--- src/rtl/accum_scheduler.sv ---
// Accumulation scheduler: streams partial sums into a two-buffer accumulator memory and
// drains completed results through two in-order holding slots.
module accum_scheduler #(
    parameter int unsigned CNT_W = 8
) (
    input  logic             clk,
    input  logic             reset,
    input  logic             start,
    input  logic [CNT_W-1:0] cfg_tiles,
    input  logic [CNT_W-1:0] cfg_results,
    input  logic             psum_valid,
    output logic             psum_ready,
    input  logic [15:0]      psum_col0,
    input  logic [15:0]      psum_col1,
    output logic             acc_enable,
    output logic             acc_mode,
    output logic             acc_buffer_select,
    output logic [15:0]      acc_in_col0,
    output logic [15:0]      acc_in_col1,
    input  logic             acc_valid_out,
    input  logic [31:0]      acc_out_col0,
    input  logic [31:0]      acc_out_col1,
    output logic             res_valid,
    input  logic             res_ready,
    output logic [31:0]      res_col0,
    output logic [31:0]      res_col1,
    output logic             res_buf,
    output logic             busy,
    output logic             done,
    output logic             err
);

    typedef enum logic [1:0] {StIdle, StRun, StDrain, StDone} state_e;

    state_e           state_q, state_d;
    logic [CNT_W-1:0] tiles_q, results_q;
    logic [CNT_W-1:0] tile_cnt_q, issued_cnt_q, drained_cnt_q;
    logic             fill_buf_q, rd_ptr_q;
    logic [1:0]       full_q, pending_q;
    logic [31:0]      hold0_q [2];
    logic [31:0]      hold1_q [2];
    logic             err_q;

    logic             xfer, last, drain, capture, cap_slot, job_start;
    logic [CNT_W-1:0] issued_inc, drained_inc;

    always_comb begin
        psum_ready        = (state_q == StRun) && !full_q[fill_buf_q] && !pending_q[fill_buf_q];
        xfer              = psum_valid && psum_ready;
        last              = xfer && (tile_cnt_q == tiles_q - CNT_W'(1));
        res_valid         = full_q[rd_ptr_q];
        drain             = res_valid && res_ready;
        // At most one slot is ever pending, so the pending bit of slot 1 names it.
        capture           = |pending_q;
        cap_slot          = pending_q[1];
        job_start         = (state_q == StIdle) && start;
        issued_inc        = issued_cnt_q + CNT_W'(1);
        drained_inc       = drained_cnt_q + CNT_W'(1);

        acc_enable        = xfer;
        acc_mode          = (tile_cnt_q != '0);
        acc_buffer_select = fill_buf_q;
        acc_in_col0       = psum_col0;
        acc_in_col1       = psum_col1;
        res_col0          = hold0_q[rd_ptr_q];
        res_col1          = hold1_q[rd_ptr_q];
        res_buf           = rd_ptr_q;
        busy              = (state_q == StRun) || (state_q == StDrain);
        done              = (state_q == StDone);
        err               = err_q;
    end

    always_comb begin
        state_d = state_q;
        unique case (state_q)
            StIdle:  if (start) state_d = (cfg_results == '0) ? StDone : StRun;
            StRun:   if (last && (issued_inc == results_q)) state_d = StDrain;
            StDrain: if (drain && (drained_inc == results_q)) state_d = StDone;
            StDone:  state_d = StIdle;
            default: state_d = StIdle;
        endcase
    end

    always_ff @(posedge clk) begin
        if (reset) begin
            state_q       <= StIdle;
            tiles_q       <= '0;
            results_q     <= '0;
            tile_cnt_q    <= '0;
            issued_cnt_q  <= '0;
            drained_cnt_q <= '0;
            fill_buf_q    <= 1'b0;
            rd_ptr_q      <= 1'b0;
            full_q        <= '0;
            pending_q     <= '0;
            hold0_q[0]    <= '0;
            hold0_q[1]    <= '0;
            hold1_q[0]    <= '0;
            hold1_q[1]    <= '0;
            err_q         <= 1'b0;
        end else begin
            state_q <= state_d;
            if (job_start) begin
                tiles_q       <= (cfg_tiles == '0) ? CNT_W'(1) : cfg_tiles;
                results_q     <= cfg_results;
                tile_cnt_q    <= '0;
                issued_cnt_q  <= '0;
                drained_cnt_q <= '0;
                fill_buf_q    <= 1'b0;
                rd_ptr_q      <= 1'b0;
                full_q        <= '0;
                pending_q     <= '0;
            end else begin
                if (xfer) begin
                    if (last) begin
                        tile_cnt_q            <= '0;
                        pending_q[fill_buf_q] <= 1'b1;
                        fill_buf_q            <= ~fill_buf_q;
                        issued_cnt_q          <= issued_inc;
                    end else begin
                        tile_cnt_q <= tile_cnt_q + CNT_W'(1);
                    end
                end
                // Memory output belongs to the previous cycle's last transfer.
                if (capture) begin
                    hold0_q[cap_slot]   <= acc_out_col0;
                    hold1_q[cap_slot]   <= acc_out_col1;
                    full_q[cap_slot]    <= 1'b1;
                    pending_q[cap_slot] <= 1'b0;
                    if (!acc_valid_out) err_q <= 1'b1;
                end
                if (drain) begin
                    full_q[rd_ptr_q] <= 1'b0;
                    rd_ptr_q         <= ~rd_ptr_q;
                    drained_cnt_q    <= drained_inc;
                end
            end
        end
    end

endmodule

--- config.mk ---
export PLATFORM = sky130hd
export DESIGN_NAME = accum_scheduler
export DESIGN_NICKNAME = d
export VERILOG_FILES = /design/src/rtl/accum_scheduler.sv
export SDC_FILE = /design/constraint.sdc
export NUM_CORES = 1
export LEC_CHECK = 0
export BUFFER_PORTS_ARGS = -buffer_cell sky130_fd_sc_hd__buf_4
export CAP_MARGIN = 20
export CORE_ASPECT_RATIO = 0.7
export CORE_MARGIN = 5
export CORE_UTILIZATION = 35
export CTS_CLUSTER_SIZE = 20
export DETAILED_ROUTE_END_ITERATION = 16
export HOLD_SLACK_MARGIN = 0.02
export PLACE_DENSITY = 0.63
export SLEW_MARGIN = 5
export SYNTH_ARGS = -nofsm -noshare
export SYNTH_HDL_FRONTEND = slang
export SYNTH_SLANG_ARGS = --single-unit
--- constraint.sdc ---
create_clock -name clk -period 6.25 [get_ports clk]
set_clock_uncertainty 0.2 [all_clocks]
set_input_delay 0.625 -clock clk [delete_from_list [all_inputs] [get_ports clk]]
set_output_delay 0.625 -clock clk [all_outputs]
set_load 0.01 [all_outputs]
== Word level (Yosys, flattened, before mapping) ==
Memories as Yosys holds them, arrays and structs flattened. A register that Yosys moved wholly into a read port is not among the register bits.
Cells that the tools add are included.
Word-level totals
  memories: 2
  register bits after elaboration: 49
  word-level logic and storage cells: 111
  bits of input ports: 118
  bits in writable memories: 128
Memory list
  hold0_q: depth 2, width 32, rd ports 1, clocked after Yosys merged registers in 1, write ports 2, RTL line 40  | logic [31:0] hold0_q [2];
  hold1_q: depth 2, width 32, rd ports 1, clocked after Yosys merged registers in 1, write ports 2, RTL line 41  | logic [31:0] hold1_q [2];
Cells by class
  bitwise gates (word level): 10
  reductions and logical operators: 25
  add/sub/neg operators: 4
  multiplexer cells: 44
  eq/ne operators: 9
  order comparisons: 6
Operator list (count)
  $mux 32: 2
  $reduce_or 32->1: 2
  $mux 2: 13
  $add 8x1->8 const B: 3
  $eq 8x8->1: 3
  $mux 1: 23
  $logic_not 8->1: 2
  $mux 8: 2
  $logic_and 1x1->1: 11
  $pmux 2 s4: 1
  $reduce_bool 8->1: 1
  $sub 8x1->8 const B: 1
  $lt 1x2->1 const B: 3
  $reduce_and 3->1: 2
  $and 2x2->2: 2
  $eq 2x2->1 const B: 2
  $ne 2x1->1 const B: 2
  $not 1->1: 4
  $not 2->2: 2
  $or 2x2->2: 2
  $reduce_or 2->1: 2
  $demux 1 s1: 3
  $ge 1x1->1 const B: 3
  $eq 2x1->1 const B: 1
  5 further kinds: 6

== Longest topological paths before layout ==
  word-level depth: 13
  depth in mapped cells: 11

== Least setup slack after synthesis ==
OpenSTA, ideal clock, no wires.
  path kind: reg2reg
  start: register state_q[0]
  end: memory hold0_q[1][0] (enable)
  period minus slack after synthesis: 6.483 ns
  cell stages (with the launch flop): 7
  data arrival time: 5.709 ns
  setup slack: -0.233 ns
  path buffers: 2
  cells stage by stage: dfxtp_1 -> inv_1 -> ha_1 -> and2_1 -> clkbuf_1 -> clkbuf_1 -> o21ai_0
RTL lines
  start: declaration: RTL line 35  | state_e state_q, state_d;
  start signal: assignment: RTL line 86  | state_q <= StIdle;
  start signal: assignment: RTL line 102  | state_q <= state_d;
  end: declaration: RTL line 40

==> impl_metrics.yaml <==
run_status:
  result_of_the_run: "complete, no violations"
logic_synthesis:
  yosys_register_bits: 178
  synth_cells: 743
  yosysTopAreaCell: "sky130_fd_sc_hd__edfxtp_1"
  synthDominantCellAreaShare_pct: 44.7
  synth.area.top_cells: "sky130_fd_sc_hd__edfxtp_1 45%, sky130_fd_sc_hd__dfxtp_1 12%, sky130_fd_sc_hd__mux2_2 8.5%"
  sequential_cell_area_fraction_in_the_yosys_report_pct: 56.3
  synth_area_mm2: 0.00861
  netlist-cell-type-count: 54
  mappedNetlistNets: 871
  edff_count_synth: 128
  synth.yosys.warnings: 0
  ys.flop_type: "sky130_fd_sc_hd__edfxtp_1"
  async_flop_share_pct: 0
  syn_avg_cell_area_um2: 11.6
place:
  dp.final_hpwl_um: 14000
  gp_routability_congestion: 0.791
  post_dp_cell_area_mm2: 0.00987
  buffer_ports.inserted: 158
worst_setup_path:
  setup.worst_path.start: "state_q[0]"
  timing.critical_path.from_type: "flip-flop"
  ff2ff_path_depth: 8
  worst_setup_path_endpoint: "hold1_q[0][7]"
  crit_fanout: 65
  timing.rr.end: "hold1_q[0][7]"
  reg2reg_setup_slack_ps: 2670
  critPathCaptureType: "flip-flop"
  crit-reg2reg-launch: "state_q[0]"
  worst-endpoint-arrival_ps: 3480
  setup.worst_path.class: "flip-flop to flip-flop"
  critical_path_required_ps: 6150
clock_tree:
  number_of_buffers_added_by_the_clock_tree_synthesis_step: 17
  insertion_delay_of_the_later_clocked_pin_in_the_worst_skew_pair_ps: 430
  post-cts-setup-buffer-count: 0
  hold_buffers: 0
  ctsLongestPathBuffers: 2
  cts_max_level: 4
  clock-root-buffer: "sky130_fd_sc_hd__clkbuf_16"
  cts_resized: 0
  clk_transition_reported_paths_ps: 80
  cts_tree: "done"
  tritoncts_sinks: 178
floorplanning:
  die_y_um: 141
  design.die.area_mm2: 0.0279
  num_io_pins: 223
  placement_rows: 48
  initial_core_util_pct: 35.2
  die_width_um: 197
  fp.coreArea_mm2: 0.0244
timing:
  setup_viol_count_final: 0
  period_needed_ps: 3580
  rsz0062_at_grt: "false"
  hold_viol_final: 0
  layout_worst_path_cycle_share_pct: 57.2
  final_max_slew_viol_count: 0
  post_route_setup_tns_ps: 0
  timing.max_slew.rel_slack_pct: 37.7
  max_freq_ghz: 0.280
  max_slew.worst_pin.slew_ps: 935
finish:
  layout.cells.most_common_list: "165 x sky130_fd_sc_hd__buf_4, 128 x sky130_fd_sc_hd__edfxtp_1, 70 x sky130_fd_sc_hd__and2_1, 65 x sky130_fd_sc_hd__mux2_2, 65 x sky130_fd_sc_hd__and3_1"
  drive_gt1_share_pct: 31.9
  final_cell_area_excluding_filler_cells_mm2: 0.0105
  finish.net_count: 980
  num_antenna_cells: 0
  area_growth_syn_to_layout_pct: 22.0
  layout_commonest_cell: "sky130_fd_sc_hd__buf_4"
  n_fill_cell: 2344
global_routing:
  globalRouteOverflowTotal: 0
  first_global_vias: 5745
  grtUsageTotal_pct: 14.8
  grt_max_degree: 70
  grt_first_pass_wirelength_um: 32000
  initial_antenna_violation_count: 0
power_and_ir_drop:
  irDropWorstVdd_mv: 0.178
  leakage_nw: 4.29
  pwr_density_cell_mw_per_mm2: 280
drt:
  detailroute.via_count: 5812
  detail_route.wirelength_um: 20900
  firstDrtPassIters: 5
  drc: 0
  drt-vias-per-instance: 4.88
  count_of_nets_left_with_antenna_violations_after_detail_routing: 0
  post_drt_wl_per_cell_um: 17.6
  detail_route.iter0.violations: 404
run:
  maxCapViolCount: 0
min_path:
  hold_path_class: "input port to flip-flop"
-- worst min-delay path by stage --
stage	start	endpoint	slack, ps	depth (start not counted)
6_report	cfg_results[5]	results_q[5]	250	3
5_1_grt	cfg_tiles[4]	tiles_q[4]	240	3
4_1_cts	cfg_tiles[3]	tiles_q[3]	230	3
3_5_place_dp	err	err	270	2
3_3_place_gp	err	err	250	2
2_1_floorplan	tiles_q[7]	tiles_q[7]	250	2
-- per-stage QoR --
step	hold WS [ps]	power, mW	utilization [%]	instances	setup WS, ps
floorplan	248	1.68	-	743	1500
global placement	253	1.84	40.4	1158	2580
detailed placement	270	1.84	40.4	1158	2560
CTS	230	2.97	42.9	1190	2570
global route	238	3.07	42.9	1190	2400
finish	254	2.93	42.9	1190	2670
-- flip-flops by register name, summed over array words and instances, names as in the netlist, named ones only --
signal,count
issued_cnt_q,8
tiles_q,8
res_buf,1
state_q,2
tile_cnt_q,8
full_q,2
pending_q,2
hold1_q,64
err,1
hold0_q,64
acc_buffer_select,1
results_q,8
drained_cnt_q,8
-- power by group --
part           switching (mW)  internal, mW
registers              0.0423          1.31
clock network           0.536         0.585
logic                   0.269         0.189
-- logic make-up after synthesis --
kind of cell               share of synthesized area (%)
xor gates and xnor gates                            4.84
DFF                                                 56.3
AOI/OAI and AO/OA                                   5.42
and+or+nand+nor                                     18.2
adders and majority gates                           1.45
buffers and inverters                               5.25
muxes                                               8.50
-- final cells by class --
cell class / count / area [um^2] / area share, %
multi-input cells: 477 / 3330 / 31.7
clock buffers: 17 / 425 / 4.05
repair buffers: 165 / 1240 / 11.8
well taps: 325 / 407 / 3.87
flip-flops and latches: 178 / 4850 / 46.2
inverters: 13 / 48.8 / 0.465
clock inverters: 15 / 200 / 1.91
-- cells in the mapped netlist (all sizes together), types with 2 or more instances --
cell,n
nor3,15
a2111o,3
clkbuf,42
nand2,53
nor3b,3
and3,66
a31oi,3
o31a,2
nand4,5
nor4,4
a2111oi,2
nor2b,2
buf,33
o221a,2
xnor2,24
edfxtp,128
dfxtp,50
o21ai,6
inv,13
o21a,10
or4,2
mux2,65
ha,10
or3,2
o2111ai,2
nand3,20
nor4b,2
and2,70
or2,2
o22ai,2
nor2,37
a21oi,29
xor2,21
-- per-layer routing --
metal | wire length [um] | GRT usage [%] | vias up
li1 | - | - | 2833
met1 | 10100 | 21.7 | 2808
met2 | 9360 | 21.8 | 159
met3 | 1350 | 3.66 | 12
met4 | 146 | 3.94 | 0
met5 | 0 | 0 | -
-- critical path, stage by stage, from the launching register on --
cell and delay, ps:
sky130_fd_sc_hd__dfxtp_1 380, sky130_fd_sc_hd__inv_1 100, sky130_fd_sc_hd__ha_1 250, sky130_fd_sc_hd__and2_1 440, sky130_fd_sc_hd__nor2_4 190, sky130_fd_sc_hd__and3_2 180
sky130_fd_sc_hd__buf_4 470, sky130_fd_sc_hd__or2_2 560, sky130_fd_sc_hd__buf_4 430
No activity file was read; power rests on OpenSTA's default activity.
